`src/rtl/axi_lite_bram_ctrl_pkg.sv`:
```
// Shared types for the AXI-Lite BRAM controller: FSM states, response codes, lane reversal.
// Latency: n/a (declarations only).  Backpressure: n/a.
// Optional round-robin arbitration is selected in the top by AXI_BRAM_CTRL_RR_ARB_EN.
package axi_bram_ctrl_pkg;

  typedef enum logic [2:0] {
    IDLE,
    WR_ACC,
    WR_RESP,
    RD_ADDR,
    RD_DATA,
    RD_RESP
  } state_t;

  localparam logic [1:0] RESP_OKAY   = 2'b00;
  localparam logic [1:0] RESP_SLVERR = 2'b10;

  // BRAM side numbers bits from the MSB (bit 0 = MSB), AXI side from the LSB.
  function automatic logic [0:31] lane_rev32(input logic [31:0] v);
    logic [0:31] r;
    for (int i = 0; i < 32; i++) r[i] = v[31-i];
    return r;
  endfunction

  function automatic logic [31:0] lane_unrev32(input logic [0:31] v);
    logic [31:0] r;
    for (int i = 0; i < 32; i++) r[31-i] = v[i];
    return r;
  endfunction

  function automatic logic [0:3] lane_rev4(input logic [3:0] v);
    logic [0:3] r;
    for (int k = 0; k < 4; k++) r[k] = v[3-k];
    return r;
  endfunction

endpackage

```
`src/rtl/axi_lite_bram_ctrl_if.sv`:
```
// AXI4-Lite slave-facing bus bundle (five channels) with master/slave views.
// Latency: n/a (wires only).  Backpressure: standard VALID/READY on every channel.
// Used by axi_lite_bram_ctrl; AXI_BRAM_CTRL_RR_ARB_EN does not affect this bundle.
interface axi_lite_bram_ctrl_if #(
  parameter int ADDR_WIDTH = 32,
  parameter int DATA_WIDTH = 32
);
  logic [ADDR_WIDTH-1:0]   S_AXI_AWADDR;
  logic                    S_AXI_AWVALID;
  logic                    S_AXI_AWREADY;
  logic [DATA_WIDTH-1:0]   S_AXI_WDATA;
  logic [DATA_WIDTH/8-1:0] S_AXI_WSTRB;
  logic                    S_AXI_WVALID;
  logic                    S_AXI_WREADY;
  logic [1:0]              S_AXI_BRESP;
  logic                    S_AXI_BVALID;
  logic                    S_AXI_BREADY;
  logic [ADDR_WIDTH-1:0]   S_AXI_ARADDR;
  logic                    S_AXI_ARVALID;
  logic                    S_AXI_ARREADY;
  logic [DATA_WIDTH-1:0]   S_AXI_RDATA;
  logic [1:0]              S_AXI_RRESP;
  logic                    S_AXI_RVALID;
  logic                    S_AXI_RREADY;

  modport master (
    output S_AXI_AWADDR, S_AXI_AWVALID, S_AXI_WDATA, S_AXI_WSTRB, S_AXI_WVALID,
           S_AXI_BREADY, S_AXI_ARADDR, S_AXI_ARVALID, S_AXI_RREADY,
    input  S_AXI_AWREADY, S_AXI_WREADY, S_AXI_BRESP, S_AXI_BVALID,
           S_AXI_ARREADY, S_AXI_RDATA, S_AXI_RRESP, S_AXI_RVALID
  );

  modport slave (
    input  S_AXI_AWADDR, S_AXI_AWVALID, S_AXI_WDATA, S_AXI_WSTRB, S_AXI_WVALID,
           S_AXI_BREADY, S_AXI_ARADDR, S_AXI_ARVALID, S_AXI_RREADY,
    output S_AXI_AWREADY, S_AXI_WREADY, S_AXI_BRESP, S_AXI_BVALID,
           S_AXI_ARREADY, S_AXI_RDATA, S_AXI_RRESP, S_AXI_RVALID
  );
endinterface

```
`src/rtl/axi_lite_bram_ctrl.sv`:
```
// AXI4-Lite slave mastering one BRAM port, one transaction outstanding.
// Latency: handshake to BVALID 2 cycles, handshake to RVALID 3 cycles (1-cycle BRAM read).
// Backpressure: AW+W taken together only from IDLE; B/R held until READY. AXI_BRAM_CTRL_RR_ARB_EN = round-robin W/R.
module axi_lite_bram_ctrl
  import axi_bram_ctrl_pkg::*;
#(
  parameter logic [31:0] C_BASEADDR         = 32'h0000_0000,
  parameter logic [31:0] C_MEMSIZE          = 32'h0000_4000,
  parameter int          C_S_AXI_DATA_WIDTH = 32,
  parameter int          C_S_AXI_ADDR_WIDTH = 32,
  parameter int          C_PORT_DWIDTH      = 32,
  parameter int          C_PORT_AWIDTH      = 32,
  parameter int          C_NUM_WE           = 4
) (
  input  logic                     S_AXI_ACLK,
  input  logic                     S_AXI_ARESETN,
  axi_lite_bram_ctrl_if.slave      s_axi,
  output logic                     BRAM_Clk,
  output logic                     BRAM_Rst,
  output logic                     BRAM_EN,
  output logic [0:C_NUM_WE-1]      BRAM_WEN,
  output logic [0:C_PORT_AWIDTH-1] BRAM_Addr,
  output logic [0:C_PORT_DWIDTH-1] BRAM_Dout,
  input  logic [0:C_PORT_DWIDTH-1] BRAM_Din
);

  localparam int          ADDR_LSB  = $clog2(C_MEMSIZE);
  localparam logic [31:0] OFFS_MASK = (C_MEMSIZE - 32'd1) & ~32'd3;

  state_t state_q, state_d;

  logic [31:0]                   addr_q;
  logic                          in_range_q;
  logic [C_S_AXI_DATA_WIDTH-1:0] wdata_q;
  logic [3:0]                    wstrb_q;
  logic [1:0]                    bresp_q;
  logic [1:0]                    rresp_q;
  logic [C_S_AXI_DATA_WIDTH-1:0] rdata_q;

  logic                          wr_req, rd_req, grant_wr, grant_rd;
  logic [C_S_AXI_ADDR_WIDTH-1:0] addr_sel;
  logic                          in_range_sel;

  // Reset gates the request terms so READY never rises while ARESETN is low.
  assign wr_req = (state_q == IDLE) && S_AXI_ARESETN &&
                  s_axi.S_AXI_AWVALID && s_axi.S_AXI_WVALID;
  assign rd_req = (state_q == IDLE) && S_AXI_ARESETN && s_axi.S_AXI_ARVALID;

`ifdef AXI_BRAM_CTRL_RR_ARB_EN
  logic last_wr_q;

  // On a tie the channel that did not win last time is granted.
  assign grant_wr = wr_req && (!rd_req || !last_wr_q);

  always_ff @(posedge S_AXI_ACLK or negedge S_AXI_ARESETN) begin
    if (!S_AXI_ARESETN) begin
      last_wr_q <= 1'b0;
    end else if (grant_wr) begin
      last_wr_q <= 1'b1;
    end else if (grant_rd) begin
      last_wr_q <= 1'b0;
    end
  end
`else
  assign grant_wr = wr_req;
`endif

  assign grant_rd = rd_req && !grant_wr;

  assign addr_sel     = grant_wr ? s_axi.S_AXI_AWADDR : s_axi.S_AXI_ARADDR;
  assign in_range_sel = (addr_sel[C_S_AXI_ADDR_WIDTH-1:ADDR_LSB] ==
                         C_BASEADDR[C_S_AXI_ADDR_WIDTH-1:ADDR_LSB]);

  always_ff @(posedge S_AXI_ACLK or negedge S_AXI_ARESETN) begin
    if (!S_AXI_ARESETN) begin
      state_q <= IDLE;
    end else begin
      state_q <= state_d;
    end
  end

  always_comb begin
    state_d = state_q;
    case (state_q)
      IDLE: begin
        if (grant_wr) begin
          state_d = WR_ACC;
        end else if (grant_rd) begin
          state_d = RD_ADDR;
        end
      end
      WR_ACC:  state_d = WR_RESP;
      WR_RESP: if (s_axi.S_AXI_BREADY) state_d = IDLE;
      RD_ADDR: state_d = RD_DATA;
      RD_DATA: state_d = RD_RESP;
      RD_RESP: if (s_axi.S_AXI_RREADY) state_d = IDLE;
      default: state_d = IDLE;
    endcase
  end

  always_ff @(posedge S_AXI_ACLK or negedge S_AXI_ARESETN) begin
    if (!S_AXI_ARESETN) begin
      addr_q     <= '0;
      in_range_q <= 1'b0;
      wdata_q    <= '0;
      wstrb_q    <= '0;
      bresp_q    <= RESP_OKAY;
      rresp_q    <= RESP_OKAY;
      rdata_q    <= '0;
    end else begin
      if (grant_wr || grant_rd) begin
        addr_q     <= C_BASEADDR | (32'(addr_sel) & OFFS_MASK);
        in_range_q <= in_range_sel;
      end
      if (grant_wr) begin
        wdata_q <= s_axi.S_AXI_WDATA;
        wstrb_q <= s_axi.S_AXI_WSTRB;
        bresp_q <= in_range_sel ? RESP_OKAY : RESP_SLVERR;
      end
      if (grant_rd) begin
        rresp_q <= in_range_sel ? RESP_OKAY : RESP_SLVERR;
      end
      // BRAM data is valid one clock after the enable cycle.
      if (state_q == RD_DATA) begin
        rdata_q <= in_range_q ? lane_unrev32(BRAM_Din) : '0;
      end
    end
  end

  assign s_axi.S_AXI_AWREADY = grant_wr;
  assign s_axi.S_AXI_WREADY  = grant_wr;
  assign s_axi.S_AXI_ARREADY = grant_rd;
  assign s_axi.S_AXI_BVALID  = (state_q == WR_RESP);
  assign s_axi.S_AXI_BRESP   = bresp_q;
  assign s_axi.S_AXI_RVALID  = (state_q == RD_RESP);
  assign s_axi.S_AXI_RRESP   = rresp_q;
  assign s_axi.S_AXI_RDATA   = rdata_q;

  assign BRAM_Clk  = S_AXI_ACLK;
  assign BRAM_Rst  = ~S_AXI_ARESETN;
  assign BRAM_EN   = ((state_q == WR_ACC) || (state_q == RD_ADDR)) && in_range_q;
  assign BRAM_WEN  = ((state_q == WR_ACC) && in_range_q) ? lane_rev4(wstrb_q) : '0;
  assign BRAM_Addr = addr_q;
  assign BRAM_Dout = lane_rev32(wdata_q);

endmodule

```
`src/flat_wrapper.sv`:
```
// flat-port wrapper written by rule: the top's interface ports become plain ports
module axi_lite_bram_ctrl_flat import axi_bram_ctrl_pkg::*;
#(
  parameter logic [31:0] C_BASEADDR         = 32'h0000_0000,
  parameter logic [31:0] C_MEMSIZE          = 32'h0000_4000,
  parameter int          C_S_AXI_DATA_WIDTH = 32,
  parameter int          C_S_AXI_ADDR_WIDTH = 32,
  parameter int          C_PORT_DWIDTH      = 32,
  parameter int          C_PORT_AWIDTH      = 32,
  parameter int          C_NUM_WE           = 4
)
  (S_AXI_ACLK, S_AXI_ARESETN, BRAM_Clk, BRAM_Rst, BRAM_EN, BRAM_WEN, BRAM_Addr, BRAM_Dout, BRAM_Din, s_axi_S_AXI_AWADDR, s_axi_S_AXI_AWVALID, s_axi_S_AXI_WDATA, s_axi_S_AXI_WSTRB, s_axi_S_AXI_WVALID, s_axi_S_AXI_BREADY, s_axi_S_AXI_ARADDR, s_axi_S_AXI_ARVALID, s_axi_S_AXI_RREADY, s_axi_S_AXI_AWREADY, s_axi_S_AXI_WREADY, s_axi_S_AXI_BRESP, s_axi_S_AXI_BVALID, s_axi_S_AXI_ARREADY, s_axi_S_AXI_RDATA, s_axi_S_AXI_RRESP, s_axi_S_AXI_RVALID);
  axi_lite_bram_ctrl_if s_axi_i ();
  input  logic S_AXI_ACLK;
  input  logic S_AXI_ARESETN;
  output logic BRAM_Clk;
  output logic BRAM_Rst;
  output logic BRAM_EN;
  output logic [0:C_NUM_WE-1] BRAM_WEN;
  output logic [0:C_PORT_AWIDTH-1] BRAM_Addr;
  output logic [0:C_PORT_DWIDTH-1] BRAM_Dout;
  input  logic [0:C_PORT_DWIDTH-1] BRAM_Din;
  input wire logic [$bits(s_axi_i.S_AXI_AWADDR)-1:0] s_axi_S_AXI_AWADDR;
  input wire logic [$bits(s_axi_i.S_AXI_AWVALID)-1:0] s_axi_S_AXI_AWVALID;
  input wire logic [$bits(s_axi_i.S_AXI_WDATA)-1:0] s_axi_S_AXI_WDATA;
  input wire logic [$bits(s_axi_i.S_AXI_WSTRB)-1:0] s_axi_S_AXI_WSTRB;
  input wire logic [$bits(s_axi_i.S_AXI_WVALID)-1:0] s_axi_S_AXI_WVALID;
  input wire logic [$bits(s_axi_i.S_AXI_BREADY)-1:0] s_axi_S_AXI_BREADY;
  input wire logic [$bits(s_axi_i.S_AXI_ARADDR)-1:0] s_axi_S_AXI_ARADDR;
  input wire logic [$bits(s_axi_i.S_AXI_ARVALID)-1:0] s_axi_S_AXI_ARVALID;
  input wire logic [$bits(s_axi_i.S_AXI_RREADY)-1:0] s_axi_S_AXI_RREADY;
  output wire logic [$bits(s_axi_i.S_AXI_AWREADY)-1:0] s_axi_S_AXI_AWREADY;
  output wire logic [$bits(s_axi_i.S_AXI_WREADY)-1:0] s_axi_S_AXI_WREADY;
  output wire logic [$bits(s_axi_i.S_AXI_BRESP)-1:0] s_axi_S_AXI_BRESP;
  output wire logic [$bits(s_axi_i.S_AXI_BVALID)-1:0] s_axi_S_AXI_BVALID;
  output wire logic [$bits(s_axi_i.S_AXI_ARREADY)-1:0] s_axi_S_AXI_ARREADY;
  output wire logic [$bits(s_axi_i.S_AXI_RDATA)-1:0] s_axi_S_AXI_RDATA;
  output wire logic [$bits(s_axi_i.S_AXI_RRESP)-1:0] s_axi_S_AXI_RRESP;
  output wire logic [$bits(s_axi_i.S_AXI_RVALID)-1:0] s_axi_S_AXI_RVALID;
  assign s_axi_i.S_AXI_AWADDR = s_axi_S_AXI_AWADDR;
  assign s_axi_i.S_AXI_AWVALID = s_axi_S_AXI_AWVALID;
  assign s_axi_i.S_AXI_WDATA = s_axi_S_AXI_WDATA;
  assign s_axi_i.S_AXI_WSTRB = s_axi_S_AXI_WSTRB;
  assign s_axi_i.S_AXI_WVALID = s_axi_S_AXI_WVALID;
  assign s_axi_i.S_AXI_BREADY = s_axi_S_AXI_BREADY;
  assign s_axi_i.S_AXI_ARADDR = s_axi_S_AXI_ARADDR;
  assign s_axi_i.S_AXI_ARVALID = s_axi_S_AXI_ARVALID;
  assign s_axi_i.S_AXI_RREADY = s_axi_S_AXI_RREADY;
  assign s_axi_S_AXI_AWREADY = s_axi_i.S_AXI_AWREADY;
  assign s_axi_S_AXI_WREADY = s_axi_i.S_AXI_WREADY;
  assign s_axi_S_AXI_BRESP = s_axi_i.S_AXI_BRESP;
  assign s_axi_S_AXI_BVALID = s_axi_i.S_AXI_BVALID;
  assign s_axi_S_AXI_ARREADY = s_axi_i.S_AXI_ARREADY;
  assign s_axi_S_AXI_RDATA = s_axi_i.S_AXI_RDATA;
  assign s_axi_S_AXI_RRESP = s_axi_i.S_AXI_RRESP;
  assign s_axi_S_AXI_RVALID = s_axi_i.S_AXI_RVALID;
  axi_lite_bram_ctrl #(.C_BASEADDR(C_BASEADDR), .C_MEMSIZE(C_MEMSIZE), .C_S_AXI_DATA_WIDTH(C_S_AXI_DATA_WIDTH), .C_S_AXI_ADDR_WIDTH(C_S_AXI_ADDR_WIDTH), .C_PORT_DWIDTH(C_PORT_DWIDTH), .C_PORT_AWIDTH(C_PORT_AWIDTH), .C_NUM_WE(C_NUM_WE)) u_core (.S_AXI_ACLK(S_AXI_ACLK), .S_AXI_ARESETN(S_AXI_ARESETN), .s_axi(s_axi_i), .BRAM_Clk(BRAM_Clk), .BRAM_Rst(BRAM_Rst), .BRAM_EN(BRAM_EN), .BRAM_WEN(BRAM_WEN), .BRAM_Addr(BRAM_Addr), .BRAM_Dout(BRAM_Dout), .BRAM_Din(BRAM_Din));
endmodule
```
`config.mk`:
```
export PLATFORM = sky130hd
export DESIGN_NAME = axi_lite_bram_ctrl_flat
export DESIGN_NICKNAME = d
export VERILOG_FILES = /design/src/rtl/axi_lite_bram_ctrl_pkg.sv /design/src/rtl/axi_lite_bram_ctrl_if.sv /design/src/rtl/axi_lite_bram_ctrl.sv /design/src/flat_wrapper.sv
export SDC_FILE = /design/constraint.sdc
export NUM_CORES = 1
export LEC_CHECK = 0
export BUFFER_PORTS_ARGS = -buffer_cell sky130_fd_sc_hd__buf_2
export CORE_AREA = 2 2 98 100
export CTS_BUF_LIST = sky130_fd_sc_hd__clkbuf_4
export CTS_CLUSTER_SIZE = 12
export DETAILED_ROUTE_END_ITERATION = 6
export DIE_AREA = 0 0 100 102
export PLACE_DENSITY = 0.92
export SYNTH_ARGS = -nofsm -noshare
export SYNTH_HDL_FRONTEND = slang
export SYNTH_SLANG_ARGS = --single-unit
```
`constraint.sdc`:
```
create_clock -name S_AXI_ACLK -period 2 [get_ports S_AXI_ACLK]
set_clock_uncertainty 0.2 [all_clocks]
set_input_delay 0.1 -clock S_AXI_ACLK [delete_from_list [all_inputs] [get_ports S_AXI_ACLK]]
set_output_delay 0.1 -clock S_AXI_ACLK [all_outputs]
set_load 0.05 [all_outputs]
```
==> key figures <==
Outcome
  – Status: finished with violations
  – Failing checks: hold timing, setup timing

STA
  – Final Hold Fails: 40
  – Unrepaired setup endpoints after global routing: yes
  – F_max: roughly 0.47 GHz
  – Min cycle time layout: roughly 2.1 ns
  – Slew @ Worst Pin: just under 0.5 ns
  – Final Worst Setup Slack: -0.134 ns
  – Sum Neg Setup Slack: -0.622 ns
  – Max-slew headroom: 0.667
  – Tcrit/Tclk final: 1.07
  – Hold_ws: -0.0435 ns
  – # setup viols final: 7
  – Final slew viol count: 0

Global route
  – Initial antenna violation count: 0
  – Largest net degree at the start of global routing: between 60 and 70
  – Global-route usage over all layers: 0.289
  – Via count of the first global-routing pass: 4562
  – GRT Residual Overflow: 0
  – Global-route wire length before repair: 22700 µm

Clocking
  – Clock Latency Late Sink: 0.52 ns
  – Clk slew on worst S/H paths: 0.16 ns
  – CTS tree: yes

Route
  – Total iterations of the first detailed-routing run: 4
  – Vias: ~4.5k
  – DRT antenna net count: 0
  – WL per Instance: approximately 17 µm
  – Met2 wire length: 7640 µm
  – DR top layer: met4
  – Number of DRC markers in iteration 0: between 150 and 200
  – Vias/cell: between 5 and 6
  – DRT met1 WL: 5580 µm
  – Total wire length: roughly 15000 µm
  – DRC errors left: 0
  – Met3 WL: between 1000 and 1500 µm

Floorplan
  – Die area: 10200 µm²
  – Starting Density: 0.418
  – Die Ht: 102 µm
  – Core region area: ~9000 µm²
  – Ports: 251
  – Row cnt: 35
  – Die width: about 100 µm

Power and ir drop
  – Pwr Total: around 0.0096 W
  – Power Dens Cells: ~1500 nW/µm²
  – Leak: ~3.6 nW
  – Peak VDD IR: around 1.0 mV

Yosys
  – Netlist Area Pre-Place: approximately 3800 µm²
  – Share of the synthesized area in the top cell type: 0.565
  – YS warnings: 0
  – Sequential-to-total area share from yosys stat: 0.565
  – Ranking of synthesized cells by area: dfrtp_1 (57%), nand2_1 (19%), o21ai_0 (5.9%)
  – Netlist cell types: 29
  – Post-Synthesis Cells: between 400 and 500
  – Synth Register Bits: 86
  – Mapped Avg Cell Area: roughly 8.9 µm²
  – Area leader, netlist: dfrtp_1

Place
  – Final GP Congestion: a little over 0.9
  – Placed insts: between 700 and 800
  – DP HPWL: 7330 µm
  – I/O Buffers: approximately 220

Setup path
  – CP bufs+invs: 3
  – Crit path top cell by count: buf_4
  – CP endpoint kind: output pin
  – Critical path cell sequence: buf_4, nand2_1, nor3_2, buf_4, and2_1, buf_6
  – Req. time, crit path: between 1.5 and 2 ns
  – CP peak stage delay: 0.42 ns
  – CP Data Arrival Time: between 1.5 and 2 ns
  – Levels on crit path: 6
  – Top Family by Delay on Critical Path: buffers and inverters
  – Startpoint types: register
  – Setup Crit Path Kind: reg2out
  – CP max-delay cell: dfrtp_1
  – Max FO, Critical Path: 8
  – R2R cell count: 7

Layout
  – Layout Cells excl Fill: roughly 900
  – Fin nets: between 900 and 1k
  – P&R area growth vs syn: 71.3%
  – Layout cells sized above 1: 0.354
  – Fill cells: 577

Flow run
  – Max cap viols: 0

Worst hold path
  – Worst hold path type: in2async
-- cell usage after synthesis, drive strengths merged --
| library cell | number |
|---|---|
| nand2b | 1 |
| mux2i | 12 |
| nor3 | 3 |
| nor4b | 1 |
| nor2 | 5 |
| nor3b | 2 |
| or3 | 1 |
| and2 | 5 |
| dfrtp | 86 |
| o21ai | 47 |
| nand2 | 193 |
| o31a | 1 |
| nand3 | 2 |
| nand3b | 2 |
| buf | 43 |
| a21oi | 1 |
| inv | 4 |
| nor4 | 8 |
| conb | 1 |
| o311a | 1 |
| o31ai | 1 |
| clkbuf | 6 |
-- report_power, final --
group          internal (W)  switching, W  total, W  leakage (nW)
clock              0.000474      0.000725   0.00120        0.0873
combinational       0.00135       0.00406   0.00541          2.40
sequential          0.00249      0.000460   0.00295          1.09
total               0.00431       0.00525   0.00956          3.58
-- sequential cells by signal (all words and copies together) (netlist names) --
register	flops
u_core.wstrb_q	4
u_core.s_axi.S_AXI_RRESP	1
u_core.s_axi.S_AXI_RDATA	32
u_core.in_range_q	1
u_core.BRAM_Dout	32
u_core.s_axi.S_AXI_BRESP	1
u_core.state_q	3
u_core.BRAM_Addr	12
-- cell usage in the layout, fill, tap and decap left out, types with 2 or more instances in the layout --
cell type and count:
inv_6 3, nor2_1 5, nand3b_1 2, nor4_1 6, clkinvlp_4 3, buf_8 2, nand3_1 2, conb_1 22
dfrtp_1 86, nand2_1 192, and2_1 5, mux2i_1 12, inv_2 2, o21ai_1 3, buf_4 21, buf_12 2
buf_2 214, dlygate4sd3_1 120, nor4_2 2, clkbuf_4 12, buf_6 8, o21ai_0 44
-- path summary, 6_finish.rpt --
path / from / endpoint / slack, ns
setup / recovery: u_core.state_q[0] / BRAM_WEN[1] / -0.13
hold / removal: S_AXI_ARESETN / u_core.BRAM_Dout[25] / -0.04
setup reg to reg: u_core.state_q[0] / u_core.BRAM_Dout[23] / 0.07
hold reg to reg: u_core.BRAM_Dout[21] / u_core.BRAM_Dout[21] / 0.29
max in group asynchronous: S_AXI_ARESETN / u_core.s_axi.S_AXI_RDATA[28] / 0.43
min in group S_AXI_ACLK: s_axi_S_AXI_WDATA[23] / u_core.BRAM_Dout[8] / 0.10
-- routing by layer --
metal	GRT usage	vias to the layer above
met2	0.492	298
met1	0.316	2109
met5	0	-
met4	0.187	0
li1	-	2021
met3	0.0882	76
-- worst reg2reg max path: stages, from the launching register on --
cell	delay [ns]
dfrtp_1	0.44
nor4b_4	0.40
nand2_2	0.13
buf_4	0.15
buf_4	0.14
buf_12	0.16
nand2_1	0.11
nand2_1	0.08
-- layout make-up --
cell class	instances	area, µm²	area share
clock buffers	13	95.1	0.0146
diodes	1	2.50	0.000384
multi-input cells	308	1430	0.219
well taps	111	139	0.0213
clock inverters	7	78.8	0.0121
flip-flops and latches	86	2150	0.330
repair buffers	367	2610	0.400
inverters	4	20.0	0.00307
-- timing repair --
item                       CTS  global route
resized for setup           20            16
buffers inserted             3             2
gates cloned                 0             1
hold endpoints to repair   172             9
setup endpoints to repair    7            38
hold buffers               119             1
pin swaps                    3             1
-- metrics by stage --
| stage | area (µm²) | worst slack (ns) | util | hold slack (ns) |
|---|---|---|---|---|
| after floorplan | 3890 | 0.0450 | - | -0.396 |
| after global placement | 4980 | 0.115 | 0.547 | -0.0209 |
| after detailed placement | 4980 | 0.0684 | 0.547 | -0.00967 |
| after CTS | 6430 | -0.132 | 0.706 | 0.0309 |
| after global routing | 6520 | -0.255 | 0.716 | -0.0370 |
| final | 6520 | -0.134 | 0.716 | -0.0435 |
-- logic make-up after synthesis --
family | after synthesis | synth area share
buffers and inverters | 53 | 0.0881
multiplexers | 12 | 0.0315
flip-flops | 86 | 0.565
AO/OA/AOI/OAI | 51 | 0.0700
other | 1 | 0.000985
AND/OR/NAND/NOR | 223 | 0.244
(Power assumes the default switching activity.)
